===== src/rtl/div.sv =====
// ---------------------------------------------------------------------------
// div -- iterative 32-bit radix-2 restoring divider for DIV/DIVU in EX.
//
// Produces {remainder, quotient} after 32 shift/subtract steps. While an
// operation is outstanding, stallreq_o asks the pipeline controller to
// freeze PC/IF/ID/EX until ready_o is seen.
//
// Configuration macro: DIV_SIGNED_EN
//   defined   : signed_div_i selects signed division (magnitude conversion
//               on entry, sign fix-up on exit).
//   undefined : every operation is unsigned; signed_div_i is ignored and the
//               negation logic is not built. Latency is identical.
//
// Ports:
//   clk          in   pipeline clock, rising edge
//   rst          in   asynchronous, active-high reset
//   signed_div_i in   1 = DIV, 0 = DIVU (sampled at start only)
//   opdata1_i    in   [31:0] dividend (sampled at start only)
//   opdata2_i    in   [31:0] divisor  (sampled at start only)
//   start_i      in   division request, held until ready_o is seen
//   annul_i      in   abort current operation (flush / exception)
//   result_o     out  [63:0] {remainder, quotient}; zero unless ready_o
//   ready_o      out  result valid
//   stallreq_o   out  start_i & ~ready_o & ~annul_i (combinational)
// ---------------------------------------------------------------------------
module div (
    input  logic        clk,
    input  logic        rst,
    input  logic        signed_div_i,
    input  logic [31:0] opdata1_i,
    input  logic [31:0] opdata2_i,
    input  logic        start_i,
    input  logic        annul_i,
    output logic [63:0] result_o,
    output logic        ready_o,
    output logic        stallreq_o
);

    typedef enum logic [1:0] {
        S_FREE   = 2'd0,
        S_BYZERO = 2'd1,
        S_ON     = 2'd2,
        S_END    = 2'd3
    } state_e;

    localparam logic [5:0] LAST_STEP = 6'd32;

    state_e      state_q, state_d;
    logic [5:0]  cnt_q, cnt_d;
    // {partial remainder[64:32], dividend/quotient[31:0]}
    logic [64:0] dd_q, dd_d;
    logic [31:0] dvsr_q, dvsr_d;
    logic [63:0] result_q, result_d;
    logic        ready_q, ready_d;

    // Operand magnitudes and sign flags seen at start.
    logic [31:0] a_mag, b_mag;
    logic [31:0] quo_fix, rem_fix;

`ifdef DIV_SIGNED_EN
    logic        neg_quo_q, neg_quo_d;
    logic        neg_rem_q, neg_rem_d;
    logic        a_neg, b_neg;

    assign a_neg   = signed_div_i & opdata1_i[31];
    assign b_neg   = signed_div_i & opdata2_i[31];
    // Full 32-bit magnitudes: |-2^31| = 32'h8000_0000 needs no special case.
    assign a_mag   = a_neg ? (~opdata1_i + 32'd1) : opdata1_i;
    assign b_mag   = b_neg ? (~opdata2_i + 32'd1) : opdata2_i;
    // Quotient negative when signs differ; remainder follows the dividend.
    assign quo_fix = neg_quo_q ? (~dd_q[31:0] + 32'd1)  : dd_q[31:0];
    assign rem_fix = neg_rem_q ? (~dd_q[63:32] + 32'd1) : dd_q[63:32];
`else
    logic        signed_div_unused;

    assign signed_div_unused = signed_div_i;
    assign a_mag   = opdata1_i;
    assign b_mag   = opdata2_i;
    assign quo_fix = dd_q[31:0];
    assign rem_fix = dd_q[63:32];
`endif

    // -----------------------------------------------------------------------
    // One restoring step. The upper field shifted left by one is 34 bits
    // wide so the borrow of the trial subtract is a clean sign bit even when
    // the previous remainder had its MSB set.
    // -----------------------------------------------------------------------
    logic [33:0] rem_sh;
    logic [33:0] diff;
    logic        diff_ok;
    logic [64:0] step_dd;

    assign rem_sh  = dd_q[64:31];
    assign diff    = rem_sh - {2'b00, dvsr_q};
    assign diff_ok = ~diff[33];
    assign step_dd = {(diff_ok ? diff[32:0] : rem_sh[32:0]), dd_q[30:0], diff_ok};

    // -----------------------------------------------------------------------
    // State / datapath registers
    // -----------------------------------------------------------------------
    always_ff @(posedge clk or posedge rst) begin
        if (rst) begin
            state_q   <= S_FREE;
            cnt_q     <= '0;
            dd_q      <= '0;
            dvsr_q    <= '0;
            result_q  <= '0;
            ready_q   <= 1'b0;
`ifdef DIV_SIGNED_EN
            neg_quo_q <= 1'b0;
            neg_rem_q <= 1'b0;
`endif
        end else begin
            state_q   <= state_d;
            cnt_q     <= cnt_d;
            dd_q      <= dd_d;
            dvsr_q    <= dvsr_d;
            result_q  <= result_d;
            ready_q   <= ready_d;
`ifdef DIV_SIGNED_EN
            neg_quo_q <= neg_quo_d;
            neg_rem_q <= neg_rem_d;
`endif
        end
    end

    // -----------------------------------------------------------------------
    // Next-state logic. annul_i wins over every other transition once an
    // operation has been accepted.
    // -----------------------------------------------------------------------
    always_comb begin
        state_d = state_q;
        unique case (state_q)
            S_FREE: begin
                if (start_i && !annul_i) begin
                    state_d = (opdata2_i == 32'd0) ? S_BYZERO : S_ON;
                end
            end
            S_BYZERO: begin
                state_d = annul_i ? S_FREE : S_END;
            end
            S_ON: begin
                if (annul_i) begin
                    state_d = S_FREE;
                end else if (cnt_q == LAST_STEP) begin
                    state_d = S_END;
                end
            end
            S_END: begin
                if (annul_i || !start_i) begin
                    state_d = S_FREE;
                end
            end
            default: state_d = S_FREE;
        endcase
    end

    // -----------------------------------------------------------------------
    // Datapath / output next values
    // -----------------------------------------------------------------------
    always_comb begin
        cnt_d     = cnt_q;
        dd_d      = dd_q;
        dvsr_d    = dvsr_q;
        result_d  = result_q;
        ready_d   = ready_q;
`ifdef DIV_SIGNED_EN
        neg_quo_d = neg_quo_q;
        neg_rem_d = neg_rem_q;
`endif
        unique case (state_q)
            S_FREE: begin
                result_d = '0;
                ready_d  = 1'b0;
                if (start_i && !annul_i && (opdata2_i != 32'd0)) begin
                    dd_d      = {33'd0, a_mag};
                    dvsr_d    = b_mag;
                    cnt_d     = '0;
`ifdef DIV_SIGNED_EN
                    neg_quo_d = a_neg ^ b_neg;
                    neg_rem_d = a_neg;
`endif
                end
            end
            S_BYZERO: begin
                // Divide by zero reports an all-zero result.
                result_d = '0;
                ready_d  = !annul_i;
            end
            S_ON: begin
                if (annul_i) begin
                    result_d = '0;
                    ready_d  = 1'b0;
                    cnt_d    = '0;
                end else if (cnt_q == LAST_STEP) begin
                    result_d = {rem_fix, quo_fix};
                    ready_d  = 1'b1;
                end else begin
                    dd_d  = step_dd;
                    cnt_d = cnt_q + 6'd1;
                end
            end
            S_END: begin
                if (annul_i || !start_i) begin
                    result_d = '0;
                    ready_d  = 1'b0;
                end
            end
            default: begin
                result_d = '0;
                ready_d  = 1'b0;
            end
        endcase
    end

    // -----------------------------------------------------------------------
    // Outputs
    // -----------------------------------------------------------------------
    assign result_o   = result_q;
    assign ready_o    = ready_q;
    assign stallreq_o = start_i & ~ready_q & ~annul_i;

endmodule


===== config.mk =====
export PLATFORM = sky130hd
export DESIGN_NAME = div
export DESIGN_NICKNAME = d
export VERILOG_FILES = /design/src/rtl/div.sv
export SDC_FILE = /design/constraint.sdc
export NUM_CORES = 1
export LEC_CHECK = 0
export BUFFER_PORTS_ARGS = -buffer_cell sky130_fd_sc_hd__buf_2
export CORE_MARGIN = 10
export CORE_UTILIZATION = 35
export DETAILED_ROUTE_END_ITERATION = 6
export SYNTH_ARGS = -nofsm -noshare
export SYNTH_HDL_FRONTEND = slang
export SYNTH_SLANG_ARGS = --single-unit

===== constraint.sdc =====
create_clock -name clk -period 7.3 [get_ports clk]
set_input_delay 0.365 -clock clk [delete_from_list [all_inputs] [get_ports clk]]
set_output_delay 0.365 -clock clk [all_outputs]
set_load 0.1 [all_outputs]

# Yosys cells after proc, flatten, opt, wreduce, memory -nomap -nowiden
# Cells that the tools add are included.
[totals]
ff_bits = 170
inputBits = 69
output_inout_bits = 66
wordCells = 63
[op_classes]
n_addsub = 2
n_eq_ne = 11
n_mux = 24
bitwise_logic = 5
reduce_logical = 15
[op_table]
columns = ["cell", "n"]
rows = [
  ["65-bit 2-to-1 mux", 3],
  ["64-bit 2-to-1 mux", 3],
  ["64-bit case mux with 3 select lines", 1],
  ["65-bit case mux with 2 select lines", 1],
  ["34-bit by 32-bit subtractor with 34-bit output", 1],
  ["33-bit 2-to-1 mux", 1],
  ["32-bit zero test", 1],
  ["32-bit nonzero test", 1],
  ["6-bit 2-to-1 mux", 3],
  ["2-bit 2-to-1 mux", 6],
  ["6-bit case mux with 2 select lines", 1],
  ["2-bit inequality test, second input constant", 5],
  ["2-bit case mux with 4 select lines", 1],
  ["6-bit by 1-bit adder with 6-bit output, second input constant", 1],
  ["6-bit == test, second input constant", 1],
  ["3-bit inequality test, second input constant", 2],
  ["3-bit AND reduction", 2],
  ["2-bit == test, second input constant", 2],
  ["1-bit case mux with 4 select lines", 1],
  ["2-bit AND reduction", 2],
  ["4-bit AND reduction", 1],
  ["1-bit 2-to-1 mux", 3],
  ["1-bit NOT", 3],
  ["1-bit bitwise AND", 2],
  ["other kinds (7)", 9],
]

# Longest topological paths before layout
# Gate-level depths: netlist of run 1.
[depth]
word_depth = 5
mapped_depth = 13
ltp_nobuf = 12

# Least setup slack after synthesis of run 1
# No wires, ideal clock.
[synth_path]
kind = "flip-flop to flip-flop"
from = "register dd_q[42]"
to = "register dd_q[43]"
setup_time_ps = 132
arrival_time_ps = 2523
t_required_ps = 7168
path_slack_ps = 4646
stages_incl_launch_ff = 13
n_path_buf = 2
synth_period_minus_slack_ps = 2654
path_cell_list = "dfrtp_1 ha_1 buf_2 a21oi_1 a21boi_1 a311o_1 o21ai_2 nand2_2 a31o_4 xor2_2 buf_4 mux2i_1 o21ai_1"
[synth_via]
elab_chain_cells = 5
[synth_rtl]
columns = ["item", "line_no", "rtl"]
rows = [
  ["start, declared", "51", "logic [64:0] dd_q, dd_d;"],
  ["start signal, assigned", "105", "dd_q <= '0;"],
  ["start signal, assigned", "116", "dd_q <= dd_d;"],
  ["34-bit by 32-bit subtractor with 34-bit output", "94", "assign diff = rem_sh - {2'b00, dvsr_q};"],
  ["33-bit 2-to-1 mux (*)", "96", "assign step_dd = {(diff_ok ? diff[32:0] : rem_sh[32:0]), dd_q[30:0], diff_ok};"],
  ["65-bit 2-to-1 mux (*)", "195", "end else if (cnt_q == LAST_STEP) begin"],
  ["65-bit 2-to-1 mux (*)", "191", "if (annul_i) begin"],
  ["65-bit case mux with 2 select lines (*)", "171", "unique case (state_q)"],
]
# Every way passes the cells marked *; elsewhere a longest branch is shown, timed or not. The select of a mux whose other input is x is not followed.
# A chain may end at the register's enable or synchronous reset.

# Worst setup path after layout of run 1
[layout_path]
from = "register dd_q[42]"
to = "register dd_q[34]"
[layout_via]
elab_chain_cells = 5
[layout_rtl]
columns = ["item", "line_no"]
rows = [
  ["34-bit by 32-bit subtractor with 34-bit output", "94"],
  ["33-bit 2-to-1 mux", "96"],
  ["65-bit 2-to-1 mux", "195"],
  ["65-bit 2-to-1 mux", "191"],
  ["65-bit case mux with 2 select lines", "171"],
]
# No other way between the ends. The select of a mux whose other input is x is not followed.

==> flow_summary.yaml, run 1 <==
sta:
  skew_ns: 0.00934
  setup_slack_ns: 3.69
  drv_slew: 0
  min_period_over_period_pct: 49.5
  fin_crit_ns: 3.61
  tightest_slew_ns: 1.10
  setup_violations: 0
  hold_viol: 0
  fmax_mhz: 277
  rsz0062_at_grt: "false"
  slew_headroom_pct: 26.3
  worst_hold_slack_ns: 0.115
  setup_tns_ns: 0
placement:
  portBuffers: 133
  gp_congestion: 0.802
  dp_slack_ns: 3.68
  dp_hpwl_um: 15800
worst_setup_path:
  cp_num_cells: 11
  path_buf_inv: 1
  worst_ep_arrival_time_ns: 3.90
  reg2reg_depth: 11
  cp_slowest_cell: "xor2_2"
  path_class: "reg -> reg"
  cp.required_ns: 7.58
  critPathLaunchType: "register"
  cp-end-kind: "register"
  critPathMaxFanout: 12
  max_stage_delay_ns: 0.71
  cp_top_family: "compound AO/OA/AOI/OAI gates"
  path_cells: "ha_1, a21oi_1, a21boi_1, a311o_1, o21ai_2, nand2_2, a31o_4, xor2_2, buf_4, mux2i_1, o21ai_1"
power_and_ir_drop:
  total_power_mw: 3.62
  p_leak_nw: 4.96
  ir_drop_mv: 0.153
  pwr_density_cell_nw_per_um2: 347
global_routing:
  grt_overflow: 0
  track_usage_pct: 14.0
  grt_first_pass_wirelength_um: 37300
  grt_max_degree: 99
  antenna_found_initial: 0
  grt_pass1_vias: 6856
die:
  start_util_pct: 35.4
  die_h_um: 179
  die_area_um2: 32200
  core_um2: 25100
  row_count: 58
  die_x_um: 179
  io_pins: 135
yosys:
  synth_top_area_share_pct: 47.8
  synth.yosys.warnings: 0
  synth_ff_type: "dfrtp_1"
  synthArstFlopShare_pct: 100
  synthCells: 891
  synth_most_common_cell: "dfrtp_1"
  yosysUniqueCellTypes: 55
  synth-edff-count: 0
  synth.area.top_cells: "dfrtp_1 48%, mux2i_1 6.1%, nand2_1 5.6%"
  seq_area_frac_synth_pct: 47.8
  synth_nets: 999
  ys_ff_latch: 170
  synth_common_cells: "170 x dfrtp_1, 133 x nand2_1, 77 x o21ai_0"
  synth_top_area_cell: "dfrtp_1"
  post_synth.cell_area_avg_um2: 9.99
  syn_area_um2: 8900
cells_and_area:
  area_delta_synth_final_pct: 17.4
  nNetsFinal: 1106
  fin_util_pct: 41.6
  drive_gt1_share_pct: 21.3
  diodes: 0
cts:
  postCtsSetupBuffers: 0
  clk_pin_slew_ns: 0.07
  root_buffer: "clkbuf_16"
  cts_resized: 0
  clock_latency_ns: 0.43
  htreeDepth: 4
  clock-sinks: 170
  cts_tree: "built"
  hold_buffers: 0
  ctsLongestPathBuffers: 2
  cts_inserted_buffers: 17
route:
  ant_nets: 0
  drc: 0
  avgViaCountPerCell: 5.11
  num_vias: 6852
  drt_iter0_drc: 506
  routedWlPerCell_um: 17.0
  first_pass_iters: 5
  postRouteWirelength_um: 22700
run_status:
  status: "finished, final reports clean"
run:
  drv_cap: 0
hold_path:
  hp-class: "in -> async"
[per-layer routing]
layer | wire length [um] | up-vias | global-route usage, %
met5 | 0 | - | 0
met1 | 11400 | 3311 | 19.4
met2 | 10100 | 151 | 21.3
li1 | - | 3373 | -
met3 | 1100 | 17 | 3.45
met4 | 211 | 0 | 3.47
[per-stage QoR]
stage / instance area, um2 / cells
floorplan: 8900 / 891
global placement: 9840 / 1309
detailed placement: 9840 / 1309
CTS: 10500 / 1340
global route: 10500 / 1340
finish: 10500 / 1340
[state kept, by name, indices dropped and copies added (netlist names)]
register / flops
result_o: 64
state_q: 2
dvsr_q: 32
ready_o: 1
cnt_q: 6
dd_q: 65
[area by class of cell]
class | instances | area, um2
Fill cell | 2508 | 14700
Tap cell | 330 | 413
Inverter | 48 | 185
Timing Repair Buffer | 139 | 711
Clock inverter | 14 | 183
Sequential cell | 170 | 4250
Multi-Input combinational cell | 622 | 4280
Clock buffer | 17 | 425
[layout by cell type (no fill, tap or decap), drive strengths merged, types with 3 or more instances in the layout]
cell type	Yosys	layout
nor2	19	19
clkbuf	32	17
o21a	4	4
bufinv	0	3
nor4	11	11
a31oi	3	3
nor3	6	6
a21boi	4	4
a21oi	39	39
a21o	10	10
nand2b	7	7
and2	3	3
mux2i	54	54
a22o	38	38
nand2	134	134
xnor2	18	18
inv	48	55
or3	4	4
mux2	32	32
nand3	9	9
o211ai	4	4
buf	19	139
nor2b	8	8
o21ai	111	111
xor2	13	13
nand4	11	11
a32oi	12	12
or4	3	3
dfrtp	170	170
a211oi	7	7
ha	38	38
[cells by family after synthesis]
logic type / count (synthesis) / synth area share [%]
AOI/OAI and AO/OA: 246 / 17.6
xor gates and xnor gates: 31 / 3.35
adders and majority gates: 39 / 5.57
buffers and inverters: 99 / 4.49
DFF: 170 / 47.8
muxes: 86 / 10.1
and+or+nand+nor: 220 / 11.1
[final timing paths]
check | startpoint | to | slack, ns
hold / removal | rst | result_o[34]$_DFFE_PP0P_ | 0.12
setup reg to reg | dd_q[42]$_DFFE_PP0P_ | dd_q[34]$_DFFE_PP0P_ | 3.69
min in group clk | opdata2_i[20] | dvsr_q[20]$_DFFE_PP0P_ | 0.18
hold reg to reg | result_o[12]$_DFFE_PP0P_ | result_o[12]$_DFFE_PP0P_ | 0.47
setup / recovery | dd_q[42]$_DFFE_PP0P_ | dd_q[34]$_DFFE_PP0P_ | 3.69
max in group asynchronous | rst | result_o[61]$_DFFE_PP0P_ | 5.73
[power by group]
part | internal (mW) | switching, mW | total, mW
combinational | 0.488 | 0.874 | 1.36
clock | 0.546 | 0.413 | 0.959
sequential | 1.16 | 0.142 | 1.30
No activity file was read; power rests on OpenSTA's default activity.
==> run 2, diff against run 1 <==
==> constraint.sdc (replaced) <==
create_clock -name clk -period 3 [get_ports clk]
set_input_delay 0.15 -clock clk [delete_from_list [all_inputs] [get_ports clk]]
set_output_delay 0.15 -clock clk [all_outputs]
set_load 0.1 [all_outputs]
==> run 2 against run 1 <==
Against the previous run:
- clock skew is 0.0035 ns higher
- sequential share of layout area decreased by 2.4 points
- first-iteration DRC count up 0.99%
- sequential power increased by 140%
- fmax up 26%
- non-clock buffer count is 61 higher
- utilization increased by 2.6 points
- register-to-register slack lost 3.5 ns
- critical path depth fell by 2
- clock power up 140%
==> flow_summary.yaml, run 2 (synthesis gave the netlist of run 1 again) <==
placement:
  gp_congestion: 0.835
  placed_cells: 1335
  dp_hpwl_um: 16600
  portBuffers: 133
  placed_area_um2: 10100
worst_setup_path:
  rrSetupSlack_ns: 0.14
  worst_ep_arrival_time_ns: 3.17
  reg2reg_depth: 9
  cp.required_ns: 3.31
  cp-end-kind: "register"
  critPathMaxFanout: 6
  r2r-end: "dd_q[51]$_DFFE_PP0P_"
  critPathLaunchType: "register"
  rr_startpoint: "dd_q[41]$_DFFE_PP0P_"
  path_class: "reg -> reg"
cts:
  cts_tree: "built"
  clk_pin_slew_ns: 0.07
  ctsLongestPathBuffers: 2
  clock-sinks: 170
  root_buffer: "clkbuf_16"
  cts_inserted_buffers: 17
  clock_latency_ns: 0.44
  htreeDepth: 4
sta:
  setup_violations: 0
  drv_slew: 0
  tightest_slew_ns: 0.769
  setup_tns_ns: 0
  hold_viol: 0
  skew_ns: 0.0129
  rsz0062_at_grt: "false"
  fin_crit_ns: 2.86
  min_period_over_period_pct: 95.3
  slew_headroom_pct: 48.8
  fmax_mhz: 350
route:
  postRouteWirelength_um: 23300
  avgViaCountPerCell: 5.02
  routedWlPerCell_um: 16.6
  ant_nets: 0
  first_pass_iters: 5
  drc: 0
  drt_iter0_drc: 511
  num_vias: 7036
cells_and_area:
  largest_reg_flops: 65
  final_cell_mix: "170 x dfrtp_1, 133 x buf_2, 132 x nand2_1, 75 x o21ai_0, 54 x mux2i_1"
  final_area_um2: 11100
  drive_gt1_share_pct: 23.1
  fill_cells: 2477
  final_common_cell: "dfrtp_1"
  nNetsFinal: 1167
  top_register: "dd_q"
  area_delta_synth_final_pct: 24.9
  diodes: 0
  fin_cells: 1402
power_and_ir_drop:
  p_leak_nw: 5.25
  total_power_mw: 9.02
  pwr_density_cell_nw_per_um2: 811
  ir_drop_mv: 0.483
global_routing:
  grt_first_pass_wirelength_um: 38100
  track_usage_pct: 14.3
  grt_max_degree: 88
  grt_pass1_vias: 7033
  antenna_found_initial: 0
  grt_overflow: 0
run:
  drv_cap: 0
die:
  start_util_pct: 35.4
  die_area_um2: 32200
  die_h_um: 179
  core_um2: 25100
  row_count: 58
  io_pins: 135
  die_x_um: 179
hold_path:
  min_to: "dvsr_q[0]$_DFFE_PP0P_"
  hp-class: "in -> reg"
  worstHoldStart: "opdata2_i[0]"
  hold_depth: 2
run_status:
  status: "finished, final reports clean"
-- run 2: changes by cell type in the layout (fill, tap and decap cells not counted), sizes merged --
cell         change
clkbuf           +1
clkinvlp         +3
inv              -1
dlygate4sd3     +35
buf             +26
clkinv           -1
bufinv           -1
-- run 2: per-layer routing --
layer / part of all wire (%) / track usage (%)
met1: 50 / 20.1
met2: 45 / 21.9
met3: 4.5 / 3.21
met4: 0.43 / 3.11
met5: 0 / 0
-- run 2: critical path, stage by stage (launching register included) --
cell      delay, ns
dfrtp_1        0.41
ha_1           0.38
and3_1         0.22
a311o_1        0.35
or2_1          0.26
a31oi_1        0.41
o221ai_1       0.24
a21oi_1        0.22
xor2_1         0.16
o21ai_1        0.07
-- run 2: final cells by class --
cell class	count	area, um2	area share [%]
Sequential cell	170	4250	38.3
Inverter	48	184	1.65
Multi-Input combinational cell	622	4320	38.9
Tap cell	330	413	3.71
Clock inverter	14	180	1.62
Timing Repair Buffer	200	1330	12.0
Clock buffer	18	429	3.86
-- run 2: report_power, final --
| group | internal, mW | switching [mW] | total (mW) | leakage (nW) |
|---|---|---|---|---|
| clock | 1.27 | 1.03 | 2.30 | 0.286 |
| combinational | 1.35 | 2.19 | 3.55 | 2.72 |
| sequential | 2.82 | 0.350 | 3.17 | 2.25 |
| total | 5.45 | 3.57 | 9.02 | 5.25 |
-- run 2: through the flow --
step | util [%] | setup WS (ns) | hold slack, ns
floorplan | - | 0.346 | 0.301
global placement | 40.3 | 0.132 | 0.294
detailed placement | 40.3 | 0.0995 | 0.295
CTS | 44.1 | 0.0818 | 0.000612
global route | 44.3 | 0.0132 | 0.00464
finish | 44.3 | 0.141 | 0.0147
-- run 2: how the worst max path moves through the flow --
stage / depth (start not counted) / startpoint / slack, ns / end
4_1_cts: 11 / dd_q[53]$_DFFE_PP0P_ / 0.08 / dd_q[42]$_DFFE_PP0P_
5_1_grt: 12 / dd_q[31]$_DFFE_PP0P_ / 0.01 / dd_q[64]$_DFFE_PP0P_
3_5_place_dp: 11 / dd_q[53]$_DFFE_PP0P_ / 0.1 / dd_q[42]$_DFFE_PP0P_
3_3_place_gp: 11 / dd_q[53]$_DFFE_PP0P_ / 0.13 / dd_q[42]$_DFFE_PP0P_
6_report: 9 / dd_q[41]$_DFFE_PP0P_ / 0.14 / dd_q[51]$_DFFE_PP0P_
2_1_floorplan: 12 / dd_q[42]$_DFFE_PP0P_ / 0.35 / dd_q[43]$_DFFE_PP0P_
-- run 2: repair_timing --
action / in CTS / in global routing
hold buffers: 35 / 0
setup buffers: 0 / 0
hold endpoints to repair: 62 / 0
resized for setup: 0 / 10
setup endpoints to repair: 0 / 26
==> run 3, diff against run 2 <==
--- a/config.mk
+++ b/config.mk
@@ -9,6 +9,7 @@
 export CORE_MARGIN = 10
 export CORE_UTILIZATION = 35
 export DETAILED_ROUTE_END_ITERATION = 6
+export REMOVE_ABC_BUFFERS = 1
 export SYNTH_ARGS = -nofsm -noshare
 export SYNTH_HDL_FRONTEND = slang
 export SYNTH_SLANG_ARGS = --single-unit
==> run 3 against run 2 <==
Against the previous run:
- final area decreased by 0.35%
- sequential power about the same
- die area unchanged
- first-iteration DRC count decreased by 15%
- clock-buffer cell count increased by 1
- non-clock buffer count decreased by 5
- global-route usage increased by 0.25 points
- highest routed layer unchanged
==> flow_summary.yaml, run 3 (synthesis gave the netlist of run 1 again) <==
run_status:
  status: "finished, final reports clean"
cells_and_area:
  ff_latch_area_um2: 4260
  fin_cells: 1395
  diodes: 0
  final_common_cell: "dfrtp_1"
  fin_util_pct: 44.1
  area_delta_synth_final_pct: 24.5
  drive_gt1_share_pct: 23.0
  fill_cells: 2477
  final_cell_mix: "169 x dfrtp_1, 133 x buf_2, 131 x nand2_1, 75 x o21ai_0, 54 x mux2i_1"
  top_register: "dd_q"
  multiInputGateArea_um2: 4320
  largest_reg_flops: 65
  nNetsFinal: 1162
global_routing:
  antenna_found_initial: 0
  grt_first_pass_wirelength_um: 38800
  grt_pass1_vias: 7167
  grt_overflow: 0
  grt_max_degree: 98
  track_usage_pct: 14.5
cts:
  clk_pin_slew_ns: 0.06
  cts_inserted_buffers: 17
  cts_tree: "built"
  clock-sinks: 170
  clock_latency_ns: 0.42
  htreeDepth: 4
  ctsLongestPathBuffers: 2
  root_buffer: "clkbuf_16"
route:
  postRouteWirelength_um: 23500
  num_vias: 6979
  drc: 0
  avgViaCountPerCell: 5.00
  drt_iter0_drc: 433
  first_pass_iters: 4
  routedWlPerCell_um: 16.8
  ant_nets: 0
worst_setup_path:
  critPathLaunchType: "register"
  critPathMaxFanout: 13
  r2r-end: "dd_q[59]$_DFFE_PP0P_"
  cp-end-kind: "register"
  reg2reg_depth: 10
  worst_ep_arrival_time_ns: 3.20
  path_class: "reg -> reg"
  cp.required_ns: 3.34
  crit_start: "dd_q[57]$_DFFE_PP0P_"
  rrSetupSlack_ns: 0.14
  rr_startpoint: "dd_q[57]$_DFFE_PP0P_"
die:
  start_util_pct: 35.4
  die_area_um2: 32200
  io_pins: 135
  core_um2: 25100
  die_h_um: 179
  die_x_um: 179
  row_count: 58
placement:
  portBuffers: 133
  dp_slack_ns: 0.0859
  placed_cells: 1329
  dp_hpwl_um: 16800
  gp_congestion: 0.867
sta:
  setup_slack_ns: 0.141
  setup_violations: 0
  drv_slew: 0
  fmax_mhz: 350
  hold_viol: 0
  fin_crit_ns: 2.86
  setup_tns_ns: 0
  slew_headroom_pct: 57.0
  tightest_slew_ns: 0.641
  rsz0062_at_grt: "true"
  min_period_over_period_pct: 95.3
  skew_ns: 0.00992
power_and_ir_drop:
  total_power_mw: 9.02
  p_leak_nw: 5.25
  pwr_density_cell_nw_per_um2: 815
  ir_drop_mv: 0.355
hold_path:
  min_to: "dd_q[1]$_DFFE_PP0P_"
  worstHoldStart: "opdata1_i[1]"
  hp-class: "in -> reg"
  hold_depth: 3
run:
  drv_cap: 0
[run 3: cell types whose count changed in the layout (fill, tap and decap cells not counted), moves of 2 or more]
cell        delta
inv_8          -5
buf_4          -4
clkinvlp_4     -3
bufinv_16      +2
clkinv_2       +2
clkinv_4       +2
[run 3: critical path, cell delays in order, from the launching register on]
cell and delay [ns]:
dfrtp_1 0.44, ha_1 0.40, a21oi_1 0.20, nor2b_1 0.10, o21ai_1 0.13, a21oi_1 0.07
or3_1 0.33, a31o_4 0.25, xnor2_4 0.24, or4_1 0.50, o21ai_1 0.13
[run 3: layer usage]
metal | global-route usage (%) | up-vias | share of wire, %
met3 | 3.37 | 12 | 4.4
li1 | - | 3501 | -
met5 | 0 | - | 0
met2 | 22.3 | 145 | 46
met1 | 20.1 | 3321 | 49
met4 | 3.57 | 0 | 0.95
[run 3: how the worst max path moves through the flow]
stage                     cells after the start                       to  slack (ns)
after floorplan                               7  result_o[0]$_DFFE_PP0P_       -1.76
after global placement                       10     dd_q[59]$_DFFE_PP0P_        0.12
after detailed placement                     10     dd_q[59]$_DFFE_PP0P_        0.09
after CTS                                    10     dd_q[59]$_DFFE_PP0P_        0.05
after global routing                         11     dd_q[36]$_DFFE_PP0P_      -0.006
final                                        10     dd_q[59]$_DFFE_PP0P_        0.14
[run 3: metrics by stage]
step           hold WS [ns]  area, um2
2_1_floorplan         0.301       8680
3_3_place_gp          0.242      10100
3_5_place_dp          0.252      10100
4_1_cts             0.00957      11000
5_1_grt              0.0448      11100
6_report             0.0288      11100
[run 3: report_power, final]
part / internal, mW / switching, mW / total [mW]
logic: 1.33 / 2.19 / 3.52
registers: 2.83 / 0.346 / 3.17
clock network: 1.41 / 0.923 / 2.33
total: 5.56 / 3.46 / 9.02
[run 3: repair_timing]
item | 4_1_cts | 5_1_grt
hold buffers | 34 | 0
resized for setup | 0 | 12
hold endpoints to repair | 84 | 0
endpoints found under the setup margin | 0 | 28
setup buffers | 0 | 2
[run 3: area by class of cell]
type	count	share of cell area, %
Multi-Input combinational cell	622	39.0
Sequential cell	170	38.4
Clock inverter	11	1.55
Inverter	48	1.67
Tap cell	330	3.73
Timing Repair Buffer	195	11.7
Clock buffer	19	4.00
